### src/rtl/vga_timing_gen.sv
// 640x480@60Hz raster timing generator.
// A clock-enable divides the system clock down to the pixel rate. Coordinates,
// sync and visible-area flags all update together on pixel-enable edges, and
// single-cycle line/frame/game ticks mark the wrap points.
module vga_timing_gen #(
  parameter int DIV       = 4,
  parameter int H_TOTAL   = 800,
  parameter int H_SYNC    = 96,
  parameter int H_VIS_LO  = 144,
  parameter int H_VIS_HI  = 783,
  parameter int V_TOTAL   = 525,
  parameter int V_SYNC    = 2,
  parameter int V_VIS_LO  = 35,
  parameter int V_VIS_HI  = 514,
  parameter int FRAME_DIV = 1
) (
  input  logic       clk,
  input  logic       rst,
  output logic       pix_en,
  output logic [9:0] hCount,
  output logic [9:0] vCount,
  output logic       hSync,
  output logic       vSync,
  output logic       bright,
  output logic       line_tick,
  output logic       frame_tick,
  output logic       game_tick
);

  localparam int DIV_W = $clog2(DIV);
  localparam int FC_W  = (FRAME_DIV > 1) ? $clog2(FRAME_DIV) : 1;

  logic [DIV_W-1:0] div_cnt;
  logic [FC_W-1:0]  frame_cnt;

  logic       h_last;
  logic       v_last;
  logic       frame_last;
  logic [9:0] h_next;
  logic [9:0] v_next;
  logic       hsync_next;
  logic       vsync_next;
  logic       bright_next;

  // Next-state coordinates; sync and bright are decoded from these so that
  // they land on the same edge as the coordinates they describe.
  always_comb begin
    h_last      = (hCount == 10'(H_TOTAL - 1));
    v_last      = (vCount == 10'(V_TOTAL - 1));
    frame_last  = (frame_cnt == FC_W'(FRAME_DIV - 1));
    h_next      = h_last ? 10'd0 : hCount + 10'd1;
    v_next      = vCount;
    if (h_last) begin
      v_next = v_last ? 10'd0 : vCount + 10'd1;
    end
    hsync_next  = (h_next >= 10'(H_SYNC));
    vsync_next  = (v_next >= 10'(V_SYNC));
    bright_next = (h_next >= 10'(H_VIS_LO)) && (h_next <= 10'(H_VIS_HI)) &&
                  (v_next >= 10'(V_VIS_LO)) && (v_next <= 10'(V_VIS_HI));
  end

  // Pixel-rate divider: pix_en is high for the cycle after div_cnt reaches DIV-1.
  always_ff @(posedge clk or posedge rst) begin
    if (rst) begin
      div_cnt <= '0;
      pix_en  <= 1'b0;
    end else begin
      div_cnt <= (div_cnt == DIV_W'(DIV - 1)) ? '0 : div_cnt + DIV_W'(1);
      pix_en  <= (div_cnt == DIV_W'(DIV - 1));
    end
  end

  // Raster counters and their decoded sync/visible flags; all hold between pixels.
  always_ff @(posedge clk or posedge rst) begin
    if (rst) begin
      hCount <= '0;
      vCount <= '0;
      hSync  <= 1'b0;
      vSync  <= 1'b0;
      bright <= 1'b0;
    end else if (pix_en) begin
      hCount <= h_next;
      vCount <= v_next;
      hSync  <= hsync_next;
      vSync  <= vsync_next;
      bright <= bright_next;
    end
  end

  // Wrap ticks: each is high for exactly the clock after its wrapping pixel edge.
  always_ff @(posedge clk or posedge rst) begin
    if (rst) begin
      line_tick  <= 1'b0;
      frame_tick <= 1'b0;
      game_tick  <= 1'b0;
      frame_cnt  <= '0;
    end else begin
      line_tick  <= pix_en && h_last;
      frame_tick <= pix_en && h_last && v_last;
      game_tick  <= pix_en && h_last && v_last && frame_last;
      if (pix_en && h_last && v_last) begin
        frame_cnt <= frame_last ? '0 : frame_cnt + FC_W'(1);
      end
    end
  end

endmodule

### config.mk
export PLATFORM = sky130hd
export DESIGN_NAME = vga_timing_gen
export DESIGN_NICKNAME = d
export VERILOG_FILES = /design/src/rtl/vga_timing_gen.sv
export SDC_FILE = /design/constraint.sdc
export NUM_CORES = 1
export LEC_CHECK = 0
export CAP_MARGIN = 20
export CORE_MARGIN = 1.5
export CORE_UTILIZATION = 43
export CTS_CLUSTER_SIZE = 14
export DETAILED_ROUTE_END_ITERATION = 10
export GPL_ROUTABILITY_DRIVEN = 0
export PLACE_DENSITY = 0.67
export SLEW_MARGIN = 20
export SYNTH_ARGS = -nofsm -noshare
export SYNTH_HDL_FRONTEND = slang
export SYNTH_SLANG_ARGS = --single-unit
### constraint.sdc
create_clock -name clk -period 4.75 [get_ports clk]
set_input_delay 0.475 -clock clk [delete_from_list [all_inputs] [get_ports clk]]
set_output_delay 0.475 -clock clk [all_outputs]
set_load 0.05 [all_outputs]
# --- Word level (Yosys, flattened, before mapping) ---
# Cells that the tools add are included.
# Widths: inputs -> output; s select.
word_totals:
  word_cells: 36
  ram_bits: 0
  input_bits: 2
  mem_bits_ro: 0
  out_inout_bits: 27
  ff_bits: 30
  memories: 0
  latchBits: 0
classes:
  shifts: 0
  magnitude_cmp: 6
  add_sub_neg: 4
  bitwise: 1
  n_eq_ne: 3
  div: 0
  n_reduce_logical: 6
  multipliers: 0
  muxes: 5
ops:
  columns: ["op", "n"]
  rows:
  - ["$mux 10", 3]
  - ["$add 10x1->10 const B", 2]
  - ["$eq 10x10->1 const B", 2]
  - ["$le 10x10->1 const B", 2]
  - ["$ge 10x2->1 const B", 1]
  - ["$ge 10x6->1 const B", 1]
  - ["$ge 10x7->1 const B", 1]
  - ["$ge 10x8->1 const B", 1]
  - ["$logic_and 1x1->1", 6]
  - ["$add 2x1->2 const B", 1]
  - ["$eq 2x2->1 const B", 1]
  - ["$mux 2", 1]
  - ["$add 1x1->1 const B", 1]
  - ["$mux 1", 1]
  - ["$not 1->1", 1]

# --- Longest topological paths before layout ---
# Gate-level depths: netlist of the first run.
logic_depth:
  depth_word: 6
  mapped_depth: 9
  depth_no_buf: 8

# --- Worst setup path after synthesis of the first run ---
# Ideal clock, no wire load.
synth_path:
  kind: "reg-to-reg"
  from: "register hCount[1]"
  to: "register bright"
  setup_time_ps: 131
  t_arrival_ps: 2683
  path_buffers: 1
  path_stages_with_launch: 9
  required_ps: 4619
  slack_ps: 1935
  synth_period_minus_slack_ps: 2815
  path_cell_list: "dfrtp_1 ha_1 nand4_1 or3_1 buf_2 a2111o_1 a311o_1 o211ai_1 a32oi_1"
synth_between:
  elab_chain_len: 6
  elab_cells_between_ends: 11
  cone_classes: "add/sub: 1; order compare: 4; eq/ne: 1; mux: 2; reduce/logical: 3"
synth_lines:
  columns: ["element", "line", "rtl"]
  rows:
  - ["start: declaration", "20", "output logic [9:0] hCount,"]
  - ["start signal: assignment", "82", "hCount <= h_next;"]
  - ["$add 10x1->10 or $eq 10x10->1 (tied branches)", "51, 48", null]
  - ["$mux 10", "51", "h_next = h_last ? 10'd0 : hCount + 10'd1;"]
  - ["$ge 10x8->1 or $le 10x10->1 (tied branches)", "58", "bright_next = (h_next >= 10'(H_VIS_LO)) && (h_next <= 10'(H_VIS_HI)) &&"]
  - ["$logic_and 1x1->1 (2 in series)", "58", null]
  - ["$logic_and 1x1->1 (*)", "59", "(v_next >= 10'(V_VIS_LO)) && (v_next <= 10'(V_VIS_HI));"]
  - ["end signal: assignment", "86", "bright <= bright_next;"]
  - ["end: declaration", "24", "output logic bright,"]
# Mark *: on every way between the ends. The rest lies on a longest branch, timed or not.
# A chain may end at the register's enable or synchronous reset.

# --- Worst setup path after layout of the first run ---
# Same ends and word-level chain as after synthesis.

==> flow_summary.toml, run 1 <==
[outcome]
outcome = "finished, final reports clean"

[sta]
max-slew-margin-rel_pct = 49.78
postLayoutSetupSlackWorst_ns = 2.008
worst_pin_slew_ns = 0.7533
fin_skew_ns = 0.002839
fin_crit_sh_pct = 57.73
min_period_ns = 2.742
timing_hold_violations_final = 0
setup-tns-final_ns = 0
slew_violations = 0
fin_hold_ws_ns = 0.4305
fmax_mhz = 364.7
rsz0062_at_grt = "false"
finalSetupViolCount = 0

[synth]
synthMuxAreaShare_pct = 3.214
ys.flop_type = "dfrtp_1"
ys_ff_latch = 28
synthAdderAreaFrac_pct = 3.652
synth_fp_nets = 195
synth_top_cell_by_area = "dfrtp_1"
synth_area_um2 = 1713
ys_seq_area_share_pct = 40.91
synthCells = 188
yosysMostFrequentCell = "dfrtp_1"
synth-async-reset-ratio_pct = 100.0
ys_warn_count = 0
synth_xor_area_share_pct = 4.602
synth.avg_cell_area_um2 = 9.111
synthSimpleGateAreaFrac_pct = 22.86
synth.top_cell.area_share_pct = 40.91
synth_edf_count = 0
netlist_top_cells_count = "28 x dfrtp_1, 19 x nand2_1, 12 x nor2_1"
synth_compound_area_share_pct = 19.21
synth_top_family_by_area = "simple AND/OR/NAND/NOR gates"
yosysUniqueCellTypes = 53
ys_top_cells_by_area = "dfrtp_1 41%, nand2_1 4.2%, xnor2_1 4.1%"

[critical_path]
max_stage_delay_ns = 0.62
worstPathCellList = "ha_1 > nand4_1 > or3_1 > a2111o_1 > a311o_1 > o211ai_1 > a32oi_1"
worst_setup_path_start_kind = "register"
arrival_ns = 2.90
cp.required_ns = 4.90
critPathCaptureType = "register"
timing.reg2reg.setup_slack_ns = 2.01
critPathSlowestCell = "or3_1"
crit_type = "register to register"
path_max_fanout = 10

[floorplan]
die-area_um2 = 4371
core_um2 = 3744
die_h_um = 66.12
die_x_um = 66.12
rows = 22
start_util_pct = 45.76
io_pins = 29

[route]
viasPerCell = 5.895
wl_per_cell_um = 14.58
drc = 0
dr.pass1.iters = 4
detailroute.via_count = 1515
antenna_left = 0
wl_mm = 3.746
drtIter0Drc = 142

[global_route]
antenna_found_initial = 0
track_usage_pct = 18.75
use_met2_pct = 30.13
top_usage_layer = "met2"
grt_pass1_wl_mm = 6.499
grt_use_met3_pct = 2.385
overflow = 0
grt_pass1_vias = 1461
use_met1_pct = 26.25
grt_max_degree = 29

[clocking]
cts_buffers = 3
path_clk_slew_ns = 0.09
holdBufCountCts = 0
cts_tree = "done"
root_buffer = "clkbuf_8"
cts_buffer_depth = 2
ctsResizeCount = 0
postCtsSetupBuffers = 0
cts.sink_count = 28
htree_levels = 1
clk_latency_ns = 0.27

[placed_design]
port_buffers = 28
dp_slack_ns = 2.061
hpwl_mm = 2.712
placed_area_um2 = 1992

[power_and_ir_drop]
p_per_area_nw_per_um2 = 190.7
p_leak_nw = 0.7967
vdd_drop_max_mv = 0.1544

[min_path]
hold_class = "register to register"

[cells_and_area]
area_growth_pct = 19.50
n_antenna_cell = 0
drive_gt1_share_pct = 6.699
final_nets = 217
stdcell_area_um2 = 2047
fillers = 368

[job]
cap_violations = 0
## state kept, by name, summed over array words and instances, names as in the netlist
signal / flops
bright: 1
hSync: 1
div_cnt: 2
vSync: 1
frame_tick: 1
line_tick: 1
pix_en: 1
hCount: 10
vCount: 10
## worst max-delay path: cells and delay by family (launching register included)
kind / cells / cell delay, ns
DFF: 1 / 0.43
adders and majority gates: 1 / 0.23
AOI/OAI and AO/OA: 4 / 0.92
and+or+nand+nor: 2 / 1.04
## layer usage
layer | up-vias | part of all wire, %
li1 | 731 | -
met3 | 6 | 4.5
met2 | 48 | 47
met1 | 730 | 47
met4 | 0 | 1.2
met5 | - | 0
## metrics by stage
stage	total power [mW]	utilization, %	instances
2_1_floorplan	0.2464	-	188
3_3_place_gp	0.2484	53.21	253
3_5_place_dp	0.2487	53.21	253
4_1_cts	0.3951	54.68	257
5_1_grt	0.4033	54.68	257
6_report	0.3903	54.68	257
## kinds of logic (layout without fill, tap and decap cells)
kind of cell	count (synthesis)	after routing
AO/OA/AOI/OAI	47	47
XOR/XNOR	9	9
adder cells (fa/ha/maj)	5	5
buffers and inverters	20	41
flip-flops	28	28
multiplexers	5	5
AND/OR/NAND/NOR	74	74
## path summary, 6_finish.rpt
| check | endpoint | from | cells past startpoint |
|---|---|---|---|
| max | bright | hCount[1] | 7 |
| max in group asynchronous | hCount[9] | rst | 2 |
| min | div_cnt[0] | div_cnt[0] | 1 |
| min reg2reg | div_cnt[0] | div_cnt[0] | 1 |
| max reg2reg | bright | hCount[1] | 7 |
| min in group asynchronous | div_cnt[0] | rst | 2 |
## placed cells by master (no fill, tap or decap), types with 2 or more instances in the layout
cell and n:
dfrtp_1 28, clkdlybuf4s50_1 28, nand2_1 19, nor2_1 12, nand3_1 11, xnor2_1 8
o21ai_0 8, a21oi_1 7, inv_1 7, nor3_1 5, o21ai_1 5, nor4_1 5
ha_1 5, o31ai_1 4, a211oi_1 4, clkbuf_8 4, nand4_1 3, nand2b_1 3
or3_1 3, mux2_2 3, and3_1 2, and2_1 2, inv_2 2, a2bb2oi_1 2
o21a_1 2, o211ai_1 2
## final cells by class
type | instances | area (µm²) | share of cell area (%)
clock buffers | 4 | 55.05 | 2.689
repair buffers | 28 | 280.3 | 13.69
well taps | 48 | 60.06 | 2.934
multi-input cells | 140 | 917.1 | 44.80
inverters | 9 | 33.78 | 1.650
flip-flops and latches | 28 | 700.7 | 34.23
## report_power, final
part	switching, mW	total, mW	internal [mW]	leakage [nW]
combinational	0.00464	0.00543	0.000794	0.391
clock	0.0724	0.147	0.0743	0.0288
sequential	0	0.238	0.238	0.377
total	0.0771	0.390	0.313	0.797
(Power assumes the default switching activity.)
==> run 2, diff against run 1 <==
clock period = 2.8 ns   (was 4.75 ns; I/O delays follow)
==> run 2 against run 1 <==
Net effect:
- via count up 0.66%
- die area stayed put
- non-clock buffer count rose by 5
- sequential share of layout area fell by 0.84 points
- sequential power grew 70%
- maximum frequency rose by 8.4%
- worst hold slack worse by 0.064 ns
- critical path depth unchanged
- first-iteration DRC count shrank 18%
- total power grew 88%
- clock skew up 0.0030 ns
- utilization is 1.5 points higher
- critical path type unchanged
- largest cell class unchanged
- highest routed layer unchanged
==> flow_summary.toml, run 2 (synthesis results as in run 1) <==
[global_route]
grt_pass1_vias = 1471
grt_max_degree = 29
track_usage_pct = 20.28
grt_pass1_wl_mm = 6.748
overflow = 0
antenna_found_initial = 0

[floorplan]
start_util_pct = 45.76
die_h_um = 66.12
io_pins = 29
die-area_um2 = 4371
core_um2 = 3744
die_x_um = 66.12
rows = 22

[placed_design]
hpwl_mm = 2.927
port_buffers = 28

[route]
drtIter0Drc = 116
viasPerCell = 5.821
antenna_left = 0
wl_per_cell_um = 15.11
wl_mm = 3.958
dr.pass1.iters = 4
drc = 0
detailroute.via_count = 1525

[sta]
slew_violations = 0
fin_hold_ws_ns = 0.3669
finalSetupViolCount = 0
min_period_ns = 2.531
worst_pin_slew_ns = 0.5746
max-slew-margin-rel_pct = 61.46
rsz0062_at_grt = "false"
fmax_mhz = 395.1
fin_crit_sh_pct = 90.38
fin_skew_ns = 0.005851
setup-tns-final_ns = 0
timing_hold_violations_final = 0

[critical_path]
path_max_fanout = 7
cp.required_ns = 2.96
worst_setup_path_start_kind = "register"
arrival_ns = 2.69
critPathCaptureType = "register"
crit_type = "register to register"

[clocking]
postCtsSetupBuffers = 0
holdBufCountCts = 0
htree_levels = 1
ctsResizeCount = 0
cts.sink_count = 28
root_buffer = "clkbuf_8"
clk_latency_ns = 0.28
cts_buffer_depth = 2
cts_tree = "done"
cts_buffers = 3
path_clk_slew_ns = 0.09

[job]
cap_violations = 0

[power_and_ir_drop]
vdd_drop_max_mv = 0.2308
p_per_area_nw_per_um2 = 348.2
p_leak_nw = 0.8284

[outcome]
outcome = "finished, final reports clean"

[cells_and_area]
area_growth_pct = 22.72
fillers = 354
final_nets = 222
n_antenna_cell = 0
final_cell_mix = "28 x clkdlybuf4s50_1, 27 x dfrtp_1, 19 x nand2_1"
multi_input_area_um2 = 917.1
final_common_cell = "clkdlybuf4s50_1"
reg_top3 = "hCount: 10 flops, vCount: 10 flops, div_cnt: 2 flops"
regArea_um2 = 701.9
drive_gt1_share_pct = 8.879

[min_path]
hold_class = "primary input to asynchronous set/reset pin"
## run 2: cell count changes in the layout (fill, tap and decap cells not counted)
cell       change
clkbuf_8       -1
dfrtp_2        +1
buf_4          +5
dfrtp_1        -1
inv_1          +1
inv_2          -1
bufinv_16      +1
## run 2: cell type report
| type | count | share of cell area [%] |
|---|---|---|
| multi-input cells | 140 | 43.63 |
| flip-flops and latches | 28 | 33.39 |
| repair buffers | 33 | 15.12 |
| well taps | 48 | 2.857 |
| clock buffers | 3 | 1.964 |
| inverters | 9 | 1.607 |
| clock inverters | 1 | 1.429 |
## run 2: report_power, final
group | switching [mW] | internal [mW] | leakage, nW | total [mW]
combinational | 0.00800 | 0.00224 | 0.417 | 0.0102
sequential | 0 | 0.404 | 0.375 | 0.404
clock | 0.126 | 0.191 | 0.0357 | 0.318
total | 0.134 | 0.598 | 0.828 | 0.732
## run 2: path summary, 6_finish.rpt
path                            slack (ns)  depth (start not counted)  startpoint    endpoint
min in group clk                      0.43                          1  div_cnt[0]  div_cnt[0]
max in group asynchronous             2.15                          3         rst   hCount[1]
worst min register to register        0.43                          1  div_cnt[0]  div_cnt[0]
worst max-delay path                  0.27                          7   hCount[0]      bright
worst max register to register        0.27                          7   hCount[0]      bright
worst min-delay path                  0.37                          3         rst  div_cnt[1]
## run 2: per-stage QoR
stage / utilization, % / instance area [µm²] / total power, mW / std cells / setup WS (ns)
after floorplan: - / 1714 / 0.4180 / 188 / 0.01226
after global placement: 54.24 / 2031 / 0.4226 / 258 / 0.3644
after detailed placement: 54.24 / 2031 / 0.4231 / 258 / 0.2881
after CTS: 56.15 / 2102 / 0.7421 / 262 / 0.2594
after global routing: 56.15 / 2102 / 0.7617 / 262 / 0.07298
final: 56.15 / 2102 / 0.7320 / 262 / 0.2693
## run 2: routing by layer
metal / share of wire (%) / vias to the layer above / track usage (%)
met3: 4.2 / 6 / 2.385
li1: - / 743 / -
met1: 45 / 735 / 27.07
met2: 49 / 41 / 32.63
met4: 1.8 / 0 / 9.694
met5: 0 / - / 0
## run 2: critical path: stages (launching register included)
cell and delay (ns):
dfrtp_1 0.41, ha_1 0.22, nand4_1 0.31, or3_1 0.57
a2111o_1 0.42, a311o_1 0.32, o211ai_1 0.09, a32oi_1 0.07
